<file path="config.mk">
export PLATFORM = sky130hd
export DESIGN_NAME = leg_dual_issue_core_flat
export DESIGN_NICKNAME = d
export VERILOG_FILES = /design/src/rtl/leg_pkg.sv /design/src/rtl/leg_dual_issue_core_if.sv /design/src/rtl/leg_slot_exec.sv /design/src/rtl/leg_dual_issue_core.sv /design/src/flat_wrapper.sv
export SDC_FILE = /design/constraint.sdc
export NUM_CORES = 2
export LEC_CHECK = 0
export CELL_PAD_IN_SITES_DETAIL_PLACEMENT = 1
export CELL_PAD_IN_SITES_GLOBAL_PLACEMENT = 1
export CORE_AREA = 3 3 390 392
export CTS_CLUSTER_DIAMETER = 50
export DETAILED_ROUTE_END_ITERATION = 12
export DIE_AREA = 0 0 393 395
export PLACE_DENSITY_LB_ADDON = 0.3
export SETUP_SLACK_MARGIN = 0.2
export SLEW_MARGIN = 5
export SYNTH_ARGS = -nofsm -noshare
export SYNTH_HDL_FRONTEND = slang
export SYNTH_HIERARCHICAL = 1
export SYNTH_SLANG_ARGS = --single-unit
</file>
<file path="constraint.sdc">
create_clock -name CLOCK -period 9.4 [get_ports CLOCK]
set_input_delay 0.94 -clock CLOCK [delete_from_list [all_inputs] [get_ports CLOCK]]
set_output_delay 0.94 -clock CLOCK [all_outputs]
set_load 0.01 [all_outputs]
</file>
<file path="src/rtl/leg_pkg.sv">
// Shared LEGv8 constants, ALU/instruction-class enums and decode helpers
// for the dual-issue core.
package leg_pkg;
    localparam int XLEN = 64;

    localparam logic [10:0] OP_ADD  = 11'b10001011000;
    localparam logic [10:0] OP_SUB  = 11'b11001011000;
    localparam logic [10:0] OP_AND  = 11'b10001010000;
    localparam logic [10:0] OP_ORR  = 11'b10101010000;
    localparam logic [10:0] OP_LDUR = 11'b11111000010;
    localparam logic [10:0] OP_STUR = 11'b11111000000;
    localparam logic [9:0]  OP_ADDI = 10'b1001000100;
    localparam logic [9:0]  OP_SUBI = 10'b1101000100;
    localparam logic [7:0]  OP_CBZ  = 8'b10110100;
    localparam logic [5:0]  OP_B    = 6'b000101;

    typedef enum logic [2:0] {
        ALU_ADD,
        ALU_SUB,
        ALU_AND,
        ALU_ORR,
        ALU_PASS
    } alu_op_e;

    typedef enum logic [2:0] {
        CLS_RTYPE,
        CLS_ITYPE,
        CLS_LOAD,
        CLS_STORE,
        CLS_CBZ,
        CLS_B,
        CLS_NOP
    } iclass_e;

    function automatic iclass_e decode_class(input logic [31:0] ins);
        iclass_e cls;
        cls = CLS_NOP;
        if (ins[31:21] == OP_ADD || ins[31:21] == OP_SUB ||
            ins[31:21] == OP_AND || ins[31:21] == OP_ORR)
            cls = CLS_RTYPE;
        else if (ins[31:22] == OP_ADDI || ins[31:22] == OP_SUBI)
            cls = CLS_ITYPE;
        else if (ins[31:21] == OP_LDUR)
            cls = CLS_LOAD;
        else if (ins[31:21] == OP_STUR)
            cls = CLS_STORE;
        else if (ins[31:24] == OP_CBZ)
            cls = CLS_CBZ;
        else if (ins[31:26] == OP_B)
            cls = CLS_B;
        return cls;
    endfunction

    // Which register-read ports an instruction actually depends on (for RAW checks).
    function automatic logic reads_rn(input logic [31:0] ins);
        iclass_e cls;
        cls = decode_class(ins);
        return cls inside {CLS_RTYPE, CLS_ITYPE, CLS_LOAD, CLS_STORE};
    endfunction

    function automatic logic reads_r2(input logic [31:0] ins);
        iclass_e cls;
        cls = decode_class(ins);
        return cls inside {CLS_RTYPE, CLS_STORE, CLS_CBZ};
    endfunction
endpackage

</file>
<file path="src/rtl/leg_dual_issue_core_if.sv">
// Fetch, register-file and data-memory bus of the dual-issue core.
// The core modport drives addresses/strobes; the sys modport is the surrounding system.
interface leg_dual_issue_core_if import leg_pkg::*; ();
    logic [31:0]     IC1, IC2;
    logic [XLEN-1:0] PC1, PC2;
    logic [4:0]      read_reg1_1, read_reg2_1, read_reg1_2, read_reg2_2;
    logic [XLEN-1:0] reg_data1_1, reg_data2_1, reg_data1_2, reg_data2_2;
    logic [4:0]      write_reg1_1, write_reg1_2;
    logic [XLEN-1:0] write_data1_1, write_data1_2;
    logic            regwrite1_1, regwrite1_2;
    logic [XLEN-1:0] mem_address_out1, mem_address_out2;
    logic [XLEN-1:0] mem_data_out1, mem_data_out2;
    logic [XLEN-1:0] mem_data_in1, mem_data_in2;
    logic            control_memwrite_out1, control_memwrite_out2;
    logic            control_memread_out1, control_memread_out2;

    modport core (
        input  IC1, IC2, reg_data1_1, reg_data2_1, reg_data1_2, reg_data2_2,
        input  mem_data_in1, mem_data_in2,
        output PC1, PC2, read_reg1_1, read_reg2_1, read_reg1_2, read_reg2_2,
        output write_reg1_1, write_reg1_2, write_data1_1, write_data1_2,
        output regwrite1_1, regwrite1_2, mem_address_out1, mem_address_out2,
        output mem_data_out1, mem_data_out2,
        output control_memwrite_out1, control_memwrite_out2,
        output control_memread_out1, control_memread_out2
    );

    modport sys (
        output IC1, IC2, reg_data1_1, reg_data2_1, reg_data1_2, reg_data2_2,
        output mem_data_in1, mem_data_in2,
        input  PC1, PC2, read_reg1_1, read_reg2_1, read_reg1_2, read_reg2_2,
        input  write_reg1_1, write_reg1_2, write_data1_1, write_data1_2,
        input  regwrite1_1, regwrite1_2, mem_address_out1, mem_address_out2,
        input  mem_data_out1, mem_data_out2,
        input  control_memwrite_out1, control_memwrite_out2,
        input  control_memread_out1, control_memread_out2
    );
endinterface

</file>
<file path="src/rtl/leg_slot_exec.sv">
// Combinational decode + ALU + branch resolution for one issue slot.
// Strobes here are raw; the top level applies issue and reset gating.
module leg_slot_exec import leg_pkg::*; (
    input  logic [31:0]     i_instr,
    input  logic [XLEN-1:0] i_pc,
    input  logic [XLEN-1:0] i_rdata1,
    input  logic [XLEN-1:0] i_rdata2,
    input  logic [XLEN-1:0] i_ldata,
    output logic [4:0]      o_rreg1,
    output logic [4:0]      o_rreg2,
    output logic [4:0]      o_wreg,
    output logic            o_regwrite,
    output logic [XLEN-1:0] o_wdata,
    output logic            o_memwrite,
    output logic            o_memread,
    output logic [XLEN-1:0] o_addr,
    output logic [XLEN-1:0] o_sdata,
    output logic            o_taken,
    output logic [XLEN-1:0] o_target
);
    iclass_e         w_cls;
    alu_op_e         w_alu_op;
    logic [XLEN-1:0] w_opb;
    logic [XLEN-1:0] w_alu;
    logic [XLEN-1:0] w_off;
    logic            w_wr_en;
    logic [4:0]      w_rt;

    assign w_cls   = decode_class(i_instr);
    assign w_rt    = i_instr[4:0];
    assign o_rreg1 = i_instr[9:5];
    assign o_wreg  = w_rt;

    always_comb begin
        w_alu_op   = ALU_PASS;
        w_opb      = '0;
        w_off      = '0;
        w_wr_en    = 1'b0;
        o_rreg2    = i_instr[20:16];
        o_memwrite = 1'b0;
        o_memread  = 1'b0;
        o_taken    = 1'b0;
        case (w_cls)
            CLS_RTYPE: begin
                w_opb   = i_rdata2;
                w_wr_en = 1'b1;
                case (i_instr[31:21])
                    OP_SUB:  w_alu_op = ALU_SUB;
                    OP_AND:  w_alu_op = ALU_AND;
                    OP_ORR:  w_alu_op = ALU_ORR;
                    default: w_alu_op = ALU_ADD;
                endcase
            end
            CLS_ITYPE: begin
                w_opb    = {52'b0, i_instr[21:10]};
                w_alu_op = (i_instr[31:22] == OP_SUBI) ? ALU_SUB : ALU_ADD;
                w_wr_en  = 1'b1;
            end
            CLS_LOAD: begin
                w_opb     = {{55{i_instr[20]}}, i_instr[20:12]};
                w_alu_op  = ALU_ADD;
                w_wr_en   = 1'b1;
                o_memread = 1'b1;
            end
            CLS_STORE: begin
                w_opb      = {{55{i_instr[20]}}, i_instr[20:12]};
                w_alu_op   = ALU_ADD;
                o_rreg2    = w_rt;
                o_memwrite = 1'b1;
            end
            CLS_CBZ: begin
                o_rreg2 = w_rt;
                o_taken = (i_rdata2 == '0);
                w_off   = {{43{i_instr[23]}}, i_instr[23:5], 2'b00};
            end
            CLS_B: begin
                o_taken = 1'b1;
                w_off   = {{36{i_instr[25]}}, i_instr[25:0], 2'b00};
            end
            default: ;
        endcase
    end

    always_comb begin
        case (w_alu_op)
            ALU_ADD: w_alu = i_rdata1 + w_opb;
            ALU_SUB: w_alu = i_rdata1 - w_opb;
            ALU_AND: w_alu = i_rdata1 & w_opb;
            ALU_ORR: w_alu = i_rdata1 | w_opb;
            default: w_alu = i_rdata1;
        endcase
    end

    // X31 is the zero register: writes to it never leave the slot.
    assign o_regwrite = w_wr_en && (w_rt != 5'd31);
    assign o_wdata    = o_memread ? i_ldata : w_alu;
    assign o_addr     = w_alu;
    assign o_sdata    = i_rdata2;
    assign o_target   = i_pc + w_off;
endmodule

</file>
<file path="src/rtl/leg_dual_issue_core.sv">
// Two-wide in-order single-cycle LEGv8 core: PC register, pair hazard/issue
// logic and next-PC selection around two slot executors.
module leg_dual_issue_core import leg_pkg::*; (
    input  logic               CLOCK,
    input  logic               RESET,
    leg_dual_issue_core_if.core bus
);
    logic [XLEN-1:0] r_pc;
    logic [XLEN-1:0] w_next_pc;
    logic [4:0]      w_s1_wreg, w_s2_wreg, w_s2_rreg2;
    logic            w_s1_regwrite, w_s2_regwrite;
    logic            w_s1_memwrite, w_s1_memread, w_s2_memwrite, w_s2_memread;
    logic            w_s1_taken, w_s2_taken;
    logic [XLEN-1:0] w_s1_target, w_s2_target;
    logic            w_raw, w_waw, w_both_mem, w_issue2;

    leg_slot_exec u_slot1 (
        .i_instr    (bus.IC1),
        .i_pc       (r_pc),
        .i_rdata1   (bus.reg_data1_1),
        .i_rdata2   (bus.reg_data2_1),
        .i_ldata    (bus.mem_data_in1),
        .o_rreg1    (bus.read_reg1_1),
        .o_rreg2    (bus.read_reg2_1),
        .o_wreg     (w_s1_wreg),
        .o_regwrite (w_s1_regwrite),
        .o_wdata    (bus.write_data1_1),
        .o_memwrite (w_s1_memwrite),
        .o_memread  (w_s1_memread),
        .o_addr     (bus.mem_address_out1),
        .o_sdata    (bus.mem_data_out1),
        .o_taken    (w_s1_taken),
        .o_target   (w_s1_target)
    );

    leg_slot_exec u_slot2 (
        .i_instr    (bus.IC2),
        .i_pc       (bus.PC2),
        .i_rdata1   (bus.reg_data1_2),
        .i_rdata2   (bus.reg_data2_2),
        .i_ldata    (bus.mem_data_in2),
        .o_rreg1    (bus.read_reg1_2),
        .o_rreg2    (w_s2_rreg2),
        .o_wreg     (w_s2_wreg),
        .o_regwrite (w_s2_regwrite),
        .o_wdata    (bus.write_data1_2),
        .o_memwrite (w_s2_memwrite),
        .o_memread  (w_s2_memread),
        .o_addr     (bus.mem_address_out2),
        .o_sdata    (bus.mem_data_out2),
        .o_taken    (w_s2_taken),
        .o_target   (w_s2_target)
    );

    assign bus.read_reg2_2 = w_s2_rreg2;

    // Only ports the slot-2 instruction really consumes count as a RAW dependency.
    assign w_raw = w_s1_regwrite &&
                   ((reads_rn(bus.IC2) && (bus.IC2[9:5] == w_s1_wreg)) ||
                    (reads_r2(bus.IC2) && (w_s2_rreg2 == w_s1_wreg)));
    assign w_waw      = w_s1_regwrite && w_s2_regwrite && (w_s1_wreg == w_s2_wreg);
    assign w_both_mem = (w_s1_memwrite || w_s1_memread) && (w_s2_memwrite || w_s2_memread);
    assign w_issue2   = !w_s1_taken && !w_raw && !w_waw && !w_both_mem;

    always_comb begin
        if (w_s1_taken)
            w_next_pc = w_s1_target;
        else if (!w_issue2)
            w_next_pc = r_pc + 64'd4;
        else if (w_s2_taken)
            w_next_pc = w_s2_target;
        else
            w_next_pc = r_pc + 64'd8;
    end

    always_ff @(posedge CLOCK or negedge RESET) begin
        if (!RESET)
            r_pc <= '0;
        else
            r_pc <= w_next_pc;
    end

    assign bus.PC1          = r_pc;
    assign bus.PC2          = r_pc + 64'd4;
    assign bus.write_reg1_1 = w_s1_wreg;
    assign bus.write_reg1_2 = w_s2_wreg;

    // Strobes are gated directly by RESET so assertion silences them mid-cycle.
    assign bus.regwrite1_1           = RESET && w_s1_regwrite;
    assign bus.control_memwrite_out1 = RESET && w_s1_memwrite;
    assign bus.control_memread_out1  = RESET && w_s1_memread;
    assign bus.regwrite1_2           = RESET && w_issue2 && w_s2_regwrite;
    assign bus.control_memwrite_out2 = RESET && w_issue2 && w_s2_memwrite;
    assign bus.control_memread_out2  = RESET && w_issue2 && w_s2_memread;
endmodule

</file>
<file path="src/flat_wrapper.sv">
// flat-port wrapper written by rule: the top's interface ports become plain ports
module leg_dual_issue_core_flat import leg_pkg::*;
  (CLOCK, RESET, bus_IC1, bus_IC2, bus_reg_data1_1, bus_reg_data2_1, bus_reg_data1_2, bus_reg_data2_2, bus_mem_data_in1, bus_mem_data_in2, bus_PC1, bus_PC2, bus_read_reg1_1, bus_read_reg2_1, bus_read_reg1_2, bus_read_reg2_2, bus_write_reg1_1, bus_write_reg1_2, bus_write_data1_1, bus_write_data1_2, bus_regwrite1_1, bus_regwrite1_2, bus_mem_address_out1, bus_mem_address_out2, bus_mem_data_out1, bus_mem_data_out2, bus_control_memwrite_out1, bus_control_memwrite_out2, bus_control_memread_out1, bus_control_memread_out2);
  leg_dual_issue_core_if bus_i ();
  input  logic CLOCK;
  input  logic RESET;
  input wire logic [$bits(bus_i.IC1)-1:0] bus_IC1;
  input wire logic [$bits(bus_i.IC2)-1:0] bus_IC2;
  input wire logic [$bits(bus_i.reg_data1_1)-1:0] bus_reg_data1_1;
  input wire logic [$bits(bus_i.reg_data2_1)-1:0] bus_reg_data2_1;
  input wire logic [$bits(bus_i.reg_data1_2)-1:0] bus_reg_data1_2;
  input wire logic [$bits(bus_i.reg_data2_2)-1:0] bus_reg_data2_2;
  input wire logic [$bits(bus_i.mem_data_in1)-1:0] bus_mem_data_in1;
  input wire logic [$bits(bus_i.mem_data_in2)-1:0] bus_mem_data_in2;
  output wire logic [$bits(bus_i.PC1)-1:0] bus_PC1;
  output wire logic [$bits(bus_i.PC2)-1:0] bus_PC2;
  output wire logic [$bits(bus_i.read_reg1_1)-1:0] bus_read_reg1_1;
  output wire logic [$bits(bus_i.read_reg2_1)-1:0] bus_read_reg2_1;
  output wire logic [$bits(bus_i.read_reg1_2)-1:0] bus_read_reg1_2;
  output wire logic [$bits(bus_i.read_reg2_2)-1:0] bus_read_reg2_2;
  output wire logic [$bits(bus_i.write_reg1_1)-1:0] bus_write_reg1_1;
  output wire logic [$bits(bus_i.write_reg1_2)-1:0] bus_write_reg1_2;
  output wire logic [$bits(bus_i.write_data1_1)-1:0] bus_write_data1_1;
  output wire logic [$bits(bus_i.write_data1_2)-1:0] bus_write_data1_2;
  output wire logic [$bits(bus_i.regwrite1_1)-1:0] bus_regwrite1_1;
  output wire logic [$bits(bus_i.regwrite1_2)-1:0] bus_regwrite1_2;
  output wire logic [$bits(bus_i.mem_address_out1)-1:0] bus_mem_address_out1;
  output wire logic [$bits(bus_i.mem_address_out2)-1:0] bus_mem_address_out2;
  output wire logic [$bits(bus_i.mem_data_out1)-1:0] bus_mem_data_out1;
  output wire logic [$bits(bus_i.mem_data_out2)-1:0] bus_mem_data_out2;
  output wire logic [$bits(bus_i.control_memwrite_out1)-1:0] bus_control_memwrite_out1;
  output wire logic [$bits(bus_i.control_memwrite_out2)-1:0] bus_control_memwrite_out2;
  output wire logic [$bits(bus_i.control_memread_out1)-1:0] bus_control_memread_out1;
  output wire logic [$bits(bus_i.control_memread_out2)-1:0] bus_control_memread_out2;
  assign bus_i.IC1 = bus_IC1;
  assign bus_i.IC2 = bus_IC2;
  assign bus_i.reg_data1_1 = bus_reg_data1_1;
  assign bus_i.reg_data2_1 = bus_reg_data2_1;
  assign bus_i.reg_data1_2 = bus_reg_data1_2;
  assign bus_i.reg_data2_2 = bus_reg_data2_2;
  assign bus_i.mem_data_in1 = bus_mem_data_in1;
  assign bus_i.mem_data_in2 = bus_mem_data_in2;
  assign bus_PC1 = bus_i.PC1;
  assign bus_PC2 = bus_i.PC2;
  assign bus_read_reg1_1 = bus_i.read_reg1_1;
  assign bus_read_reg2_1 = bus_i.read_reg2_1;
  assign bus_read_reg1_2 = bus_i.read_reg1_2;
  assign bus_read_reg2_2 = bus_i.read_reg2_2;
  assign bus_write_reg1_1 = bus_i.write_reg1_1;
  assign bus_write_reg1_2 = bus_i.write_reg1_2;
  assign bus_write_data1_1 = bus_i.write_data1_1;
  assign bus_write_data1_2 = bus_i.write_data1_2;
  assign bus_regwrite1_1 = bus_i.regwrite1_1;
  assign bus_regwrite1_2 = bus_i.regwrite1_2;
  assign bus_mem_address_out1 = bus_i.mem_address_out1;
  assign bus_mem_address_out2 = bus_i.mem_address_out2;
  assign bus_mem_data_out1 = bus_i.mem_data_out1;
  assign bus_mem_data_out2 = bus_i.mem_data_out2;
  assign bus_control_memwrite_out1 = bus_i.control_memwrite_out1;
  assign bus_control_memwrite_out2 = bus_i.control_memwrite_out2;
  assign bus_control_memread_out1 = bus_i.control_memread_out1;
  assign bus_control_memread_out2 = bus_i.control_memread_out2;
  leg_dual_issue_core u_core (.CLOCK(CLOCK), .RESET(RESET), .bus(bus_i));
endmodule
</file>
* Word level (Yosys, flattened, before mapping) *
Cells that the tools add are included.

storage, ports and cells
  output and inout bits = 548
  register bits = 64

operators by class
  add/sub/neg operators = 8
  equal/unequal tests = 41
  bitwise gates (word level) = 4
  multiplexer cells = 39
  reduce and logical (&&, ||, !) cells = 47

operators by type and width
  kind                                           number
  one-hot mux 64 bit (4 select lines)            2
  one-hot mux 64 bit (3 select lines)            2
  two-way mux 64 bit                             5
  adder 64 bit                                   4
  one-hot mux 64 bit (2 select lines)            2
  == test 11 bit, second input constant          12
  AND 64 bit                                     2
  logical NOT 64 bit                             2
  bitwise OR 64 bit                              2
  subtractor 64 bit                              2
  adder 64 x 3 -> 64 bit, second input constant  1
  adder 64 x 4 -> 64 bit, second input constant  1
  == test 10 bit, second input constant          4
  two-way mux 3 bit                              9
  == test 3 x 2 -> 1 bit, second input constant  8
  logical AND 1 bit                              18
  one-hot mux 3 bit (3 select lines)             2
  == test 8 bit, second input constant           2
  == test 5 bit                                  3
  == test 3 x 1 -> 1 bit, second input constant  4
  == test 3 bit, second input constant           4
  == test 6 x 3 -> 1 bit, second input constant  2
  logical NOT 3 bit                              4
  one-hot mux 2 bit (3 select lines)             2
  other kinds (11)                               40

* Depth between registers and ports, before layout *
  depth after elaboration = 20
  gate-level depth with buffers = 35
  gate-level depth less buffers = 30

* By module *
The synthesis kept the hierarchy.

modules (own cells, without submodules)
  module                           times used  cells each  area each (sq um)
  leg_slot_exec at u_core.u_slot1  1           2169        13588.0
  leg_slot_exec at u_core.u_slot2  1           2224        13541.7
  leg_dual_issue_core              1           815         6247.2

* Worst setup path after synthesis *
Ideal clock, no wire load.

  kind = input to output
  start = input bus_IC2[22]
  end = output bus_write_data1_2[47]
  buffers on the path = 6
  setup slack = 1142 ps
  cell stages on the path = 32
  data arrival time = 7318 ps
  path through = clkbuf_1 -> nor2_1 -> and4_1 -> buf_2 -> buf_2 -> clkbuf_1 -> nor2_1 -> clkbuf_1 -> or2_2 -> ha_1 -> o211ai_1 -> or4b_1 -> nand2b_1 -> a21oi_1 -> nor3b_1 -> nor2_1 -> xnor2_1 -> ha_1 -> clkbuf_1 -> a21oi_1 -> o21bai_1 -> a21oi_1 -> o21bai_1 -> o41ai_1 -> a21oi_1 -> a221o_1 -> a21oi_1 -> o21ai_0 -> xnor2_1 -> a21oi_1 -> nand2_1 -> nand2_1

between the ends
  longest elaborated chain between the ends = 11
  elaborated cells on any way between the ends = 36
  classes of those cells = 2 x add/sub; 14 x eq/ne; 11 x mux; 2 x bitwise; 7 x reduce/logical

RTL lines
  what                                                                                       line                                               text
  start: declaration                                                                         flat_wrapper.sv:8                                  input wire logic [$bits(bus_i.IC2)-1:0] bus_IC2;
  == test 11 bit (on tied branches)                                                          leg_pkg.sv:45, leg_pkg.sv:38, leg_slot_exec.sv:47
  two-way mux 3 bit or logical OR 1 bit (tied branches) (2 in series)                        n/a
  two-way mux 3 bit or logical OR 1 bit (tied branches)                                      leg_pkg.sv:41, leg_pkg.sv:39
  two-way mux 3 bit                                                                          leg_pkg.sv:38                                      if (ins[31:21] == OP_ADD || ins[31:21] == OP_SUB ||
  == test 3 x 2 -> 1 bit (on tied branches)                                                  n/a
  OR reduction 2 bit (no line)                                                               n/a
  one-hot mux 64 bit (3 select lines) or one-hot mux 3 bit (3 select lines) (tied branches)  leg_slot_exec.sv:43                                case (w_cls)
  subtractor 64 bit (tied with other cells)                                                  leg_slot_exec.sv:87                                ALU_SUB: w_alu = i_rdata1 - w_opb;
  one-hot mux 64 bit (4 select lines) (*)                                                    leg_slot_exec.sv:85                                case (w_alu_op)
  via bus_mem_address_out2[47]                                                               flat_wrapper.sv:28                                 output wire logic [$bits(bus_i.mem_address_out2)-1:0] bus_mem_address_out2;
  two-way mux 64 bit (*)                                                                     leg_slot_exec.sv:96                                assign o_wdata = o_memread ? i_ldata : w_alu;
  end: declaration                                                                           flat_wrapper.sv:24                                 output wire logic [$bits(bus_i.write_data1_2)-1:0] bus_write_data1_2;

The timed path passes the listed nets; every way through them passes the cells marked *.

* Worst setup path in the final report *
  start = input bus_IC1[23]
  end = output bus_write_data1_1[61]

between the ends
  longest elaborated chain between the ends = 11
  elaborated cells on any way between the ends = 36
  classes of those cells = 2 x add/sub; 14 x eq/ne; 11 x mux; 2 x bitwise; 7 x reduce/logical

RTL lines
  what                                                                                       line                                               text
  start: declaration                                                                         flat_wrapper.sv:7                                  input wire logic [$bits(bus_i.IC1)-1:0] bus_IC1;
  == test 11 bit (on tied branches)                                                          leg_pkg.sv:45, leg_pkg.sv:38, leg_slot_exec.sv:47
  two-way mux 3 bit or logical OR 1 bit (tied branches)                                      leg_pkg.sv:45, leg_pkg.sv:38
  two-way mux 3 bit or logical OR 1 bit (tied branches)                                      leg_pkg.sv:43, leg_pkg.sv:38
  two-way mux 3 bit or logical OR 1 bit (tied branches)                                      leg_pkg.sv:41, leg_pkg.sv:39
  two-way mux 3 bit                                                                          leg_pkg.sv:38
  == test 3 x 2 -> 1 bit                                                                     leg_slot_exec.sv:43
  OR reduction 2 bit (no line)                                                               n/a
  one-hot mux 64 bit (3 select lines) or one-hot mux 3 bit (3 select lines) (tied branches)  leg_slot_exec.sv:43
  subtractor 64 bit (tied with other cells)                                                  leg_slot_exec.sv:87
  one-hot mux 64 bit (4 select lines)                                                        leg_slot_exec.sv:85
  two-way mux 64 bit (*)                                                                     leg_slot_exec.sv:96
  end: declaration                                                                           flat_wrapper.sv:23                                 output wire logic [$bits(bus_i.write_data1_1)-1:0] bus_write_data1_1;

Mark *: on every way between the ends. The rest lies on a longest branch, timed or not.

==> reports/summary.txt <==
status -> complete, no violations
Seq cells post-synth -> 64
Arrival @ worst endpoint -> 8.07 ns
final core occ -> 0.3099
Routed WL -> 237.0 mm
asr flop ratio synth -> 1.000
VDD IR max -> 92.24 uV
Static Leak -> 18.93 nW
IO buf count -> 997
Vias -> 45140
Tcrit/Tclk final -> 0.9583
most common cell after layout, fill and taps aside -> clkdlybuf4s50_1
Top delay family on crit path -> simple AND/OR/NAND/NOR gates
worst min-delay path category -> in -> async
commonest non-fill, non-tap cells in the layout -> 971 x clkdlybuf4s50_1, 639 x nand2_1, 561 x nor2_1
max reg flops -> 64
adder-cell share of the synthesized area -> 0.1020
max-cap violation count -> 0
Levels on crit path -> 24
maximum clock path buffer count -> 2
Pwr Density -> 84.69 nW/um2
CP endpoint -> bus_write_data1_1[61]
Distinct cells, synth -> 113
critical path's slowest cell -> clkdlybuf4s50_1
clock root buffer -> clkbuf_16
Final TNS setup -> 0 ns
Final Instance Count excl. Fillers -> 7972
layout cells sized above 1 -> 0.08326
Post-Synth Simple-Gate Area -> 0.2793
EDFF count, synth -> 0
First DRT Iteration DRCs -> 3622
DP Area -> 45370 um2
cts bufs inserted -> 9
reg-to-reg startpoint -> u_core/bus.PC1[3]
Area contributors post-synth -> ha_1 9.6%, a21oi_1 8.5%, nand2_1 7.2%
DR pass1 iterations -> 6
initial core utilization -> 0.2236
Slew headroom -> 0.09362
Yosys Warn Count -> 6
synth-to-layout area growth -> 38.58%
dpl hpwl -> 196.4 mm
skew final -> 0.008868 ns
largest net degree at the start of global routing -> 80
Synth Cell Area -> 33380 um2
post-synthesis xor/xnor area fraction -> 0.1105
post-route cell area -> 46250 um2
first-pass GRT wire length -> 331.5 mm
critical setup path kind -> in -> out
CTS tree -> yes
IO Count -> 998
Placed Cells -> 7934
Clk Latency, worst-skew pair -> 0.36 ns
Buf/Inv on CP -> 4
CP Launch Type -> primary input
Cells after Synth -> 5208
die height -> 395 um
DR DRC count -> 0
H-tree depth -> 3
Crit. Startpoint -> bus_IC1[23]
Sink Count -> 64
Hold Vio Cnt, Final -> 0
core area -> 149200 um2
Row Count -> 142
syn nets -> 5918
RR Endpoint -> u_core/bus.PC1[60]
die area -> 155200 um2
fin crit period -> 9.008 ns
Avg Inst Size Synth -> 6.409 um2
Worst Path Max Fanout -> 8
DR WL/cell -> 29.73 um
unrepaired setup endpoints after global routing -> yes
vias in the first global route -> 45250
sequential area share after synthesis -> 0.04798
critical path, cell by cell -> clkdlybuf4s50_1, or4b_4, nor4b_4, a2111oi_4, mux2_1, a211oi_4, and3_2, buf_4, buf_4, nand3_1, o21ai_1, a22o_1, a32oi_1, ha_2, and3_1, nand2_1, or3_1, a211oi_1, o21ai_0, nand3_1, a31oi_1, xor2_1, o211ai_1, clkdlybuf4s50_1
main combinational cell family by area after synthesis -> compound AO/OA/AOI/OAI gates
Reg clk slew, reported paths -> 0.06 ns
achievable clock frequency -> 111.0 MHz
Synth area leader -> ha_1
Final WS setup -> 0.3916 ns
initial antenna violation count -> 26
pre-CTS setup slack -> -0.08260 ns
remaining global-route overflow -> 0
routed vias/inst -> 5.662
Synth Area in Compound Gates -> 0.3508
final setup fails -> 0
actual transition at the worst max-transition pin -> 1.355 ns
CP required -> 8.46 ns
Max Slew Vio Count -> 0
post-synthesis mux area share -> 0.02388
top cell type's share of synthesized area -> 0.09597
crit end category -> output port
flop2flop setup slack -> 2.30 ns
main flop type after synthesis -> dfrtp_1
FF-to-FF path depth -> 24
Final Wtd Congestion -> 0.9900
final net count -> 6724
post-route antenna net violation count -> 0
gr usage total -> 0.2881
Die Wd -> 393 um
Worst path max stage delay -> 0.71 ns
worst register-to-register path: cells and delay by family, from the launching register on:
family                   cells  cell delay, ns
AND/OR/NAND/NOR              9            2.60
AO/OA/AOI/OAI               11            2.59
adder cells (fa/ha/maj)      2            0.72
flip-flops                   1            0.58
XOR/XNOR                     2            0.48
final cells by class:
cell class / count / area, um2
flip-flops and latches: 64 / 1602
inverters: 121 / 454.2
well taps: 1944 / 2432
repair buffers: 1257 / 12020
clock inverters: 3 / 67.56
multi-input cells: 4561 / 29400
diodes: 11 / 27.53
clock buffers: 11 / 242.7
fillers: 18570 / 103000
metrics by stage:
stage,power [mW],hold slack (ns)
5_1_grt,4.129,0.6194
4_1_cts,3.874,0.6102
3_5_place_dp,3.472,0.6290
3_3_place_gp,3.449,0.6178
6_report,3.917,0.5864
2_1_floorplan,1.912,0.5757
cells by family (layout without fill, tap and decap cells):
group / Yosys count / count (layout)
buf+inv: 583 / 1392
mux: 73 / 73
xor+xnor: 421 / 421
simple gates: 1963 / 1963
compound gates: 1832 / 1832
flops: 64 / 64
other cells: 0 / 11
fa+ha+maj: 272 / 272
metal layers:
| layer | up-vias | wire [um] | track usage |
|---|---|---|---|
| met4 | 10 | 10010 | 0.1063 |
| li1 | 20520 | - | - |
| met5 | - | 72 | 0 |
| met3 | 369 | 17240 | 0.05507 |
| met1 | 22500 | 99850 | 0.3688 |
| met2 | 1745 | 109800 | 0.4771 |
what timing repair did:
item | in CTS | in global routing
setup buffers | 0 | 13
hold buffers | 0 | 0
gates cloned | 0 | 0
pin swaps | 3 | 23
setup endpoints to repair | 27 | 71
resized for setup | 26 | 88
power breakdown:
part	switching, mW	leakage, nW	internal (mW)
Clock	0.145	0.148	0.237
Combinational	1.70	18.0	1.27
Sequential	0.222	0.766	0.338
synth_stat cells, drive strengths merged, types with 52 or more instances:
master	n
ha	256
nor2	575
nand4	84
a21oi	567
xor2	152
buf	229
a21o	170
nor3	102
and3	68
o21a	58
nand2	646
a31oi	65
inv	120
nand2b	52
xnor2	269
o21ai	415
nand3	150
mux2	53
clkbuf	233
dfrtp	64
how the worst min path moves through the flow:
stage                           start                 end  slack (ns)
floorplan           u_core/bus.PC1[0]   u_core/bus.PC1[0]        0.58
global placement    u_core/bus.PC1[0]   u_core/bus.PC1[0]        0.62
detailed placement  u_core/bus.PC1[0]   u_core/bus.PC1[0]        0.63
CTS                             RESET  u_core/bus.PC1[61]        0.61
global route                    RESET  u_core/bus.PC1[63]        0.62
finish                          RESET  u_core/bus.PC1[61]        0.59
Note: power is estimated with default switching activity, not from simulation.
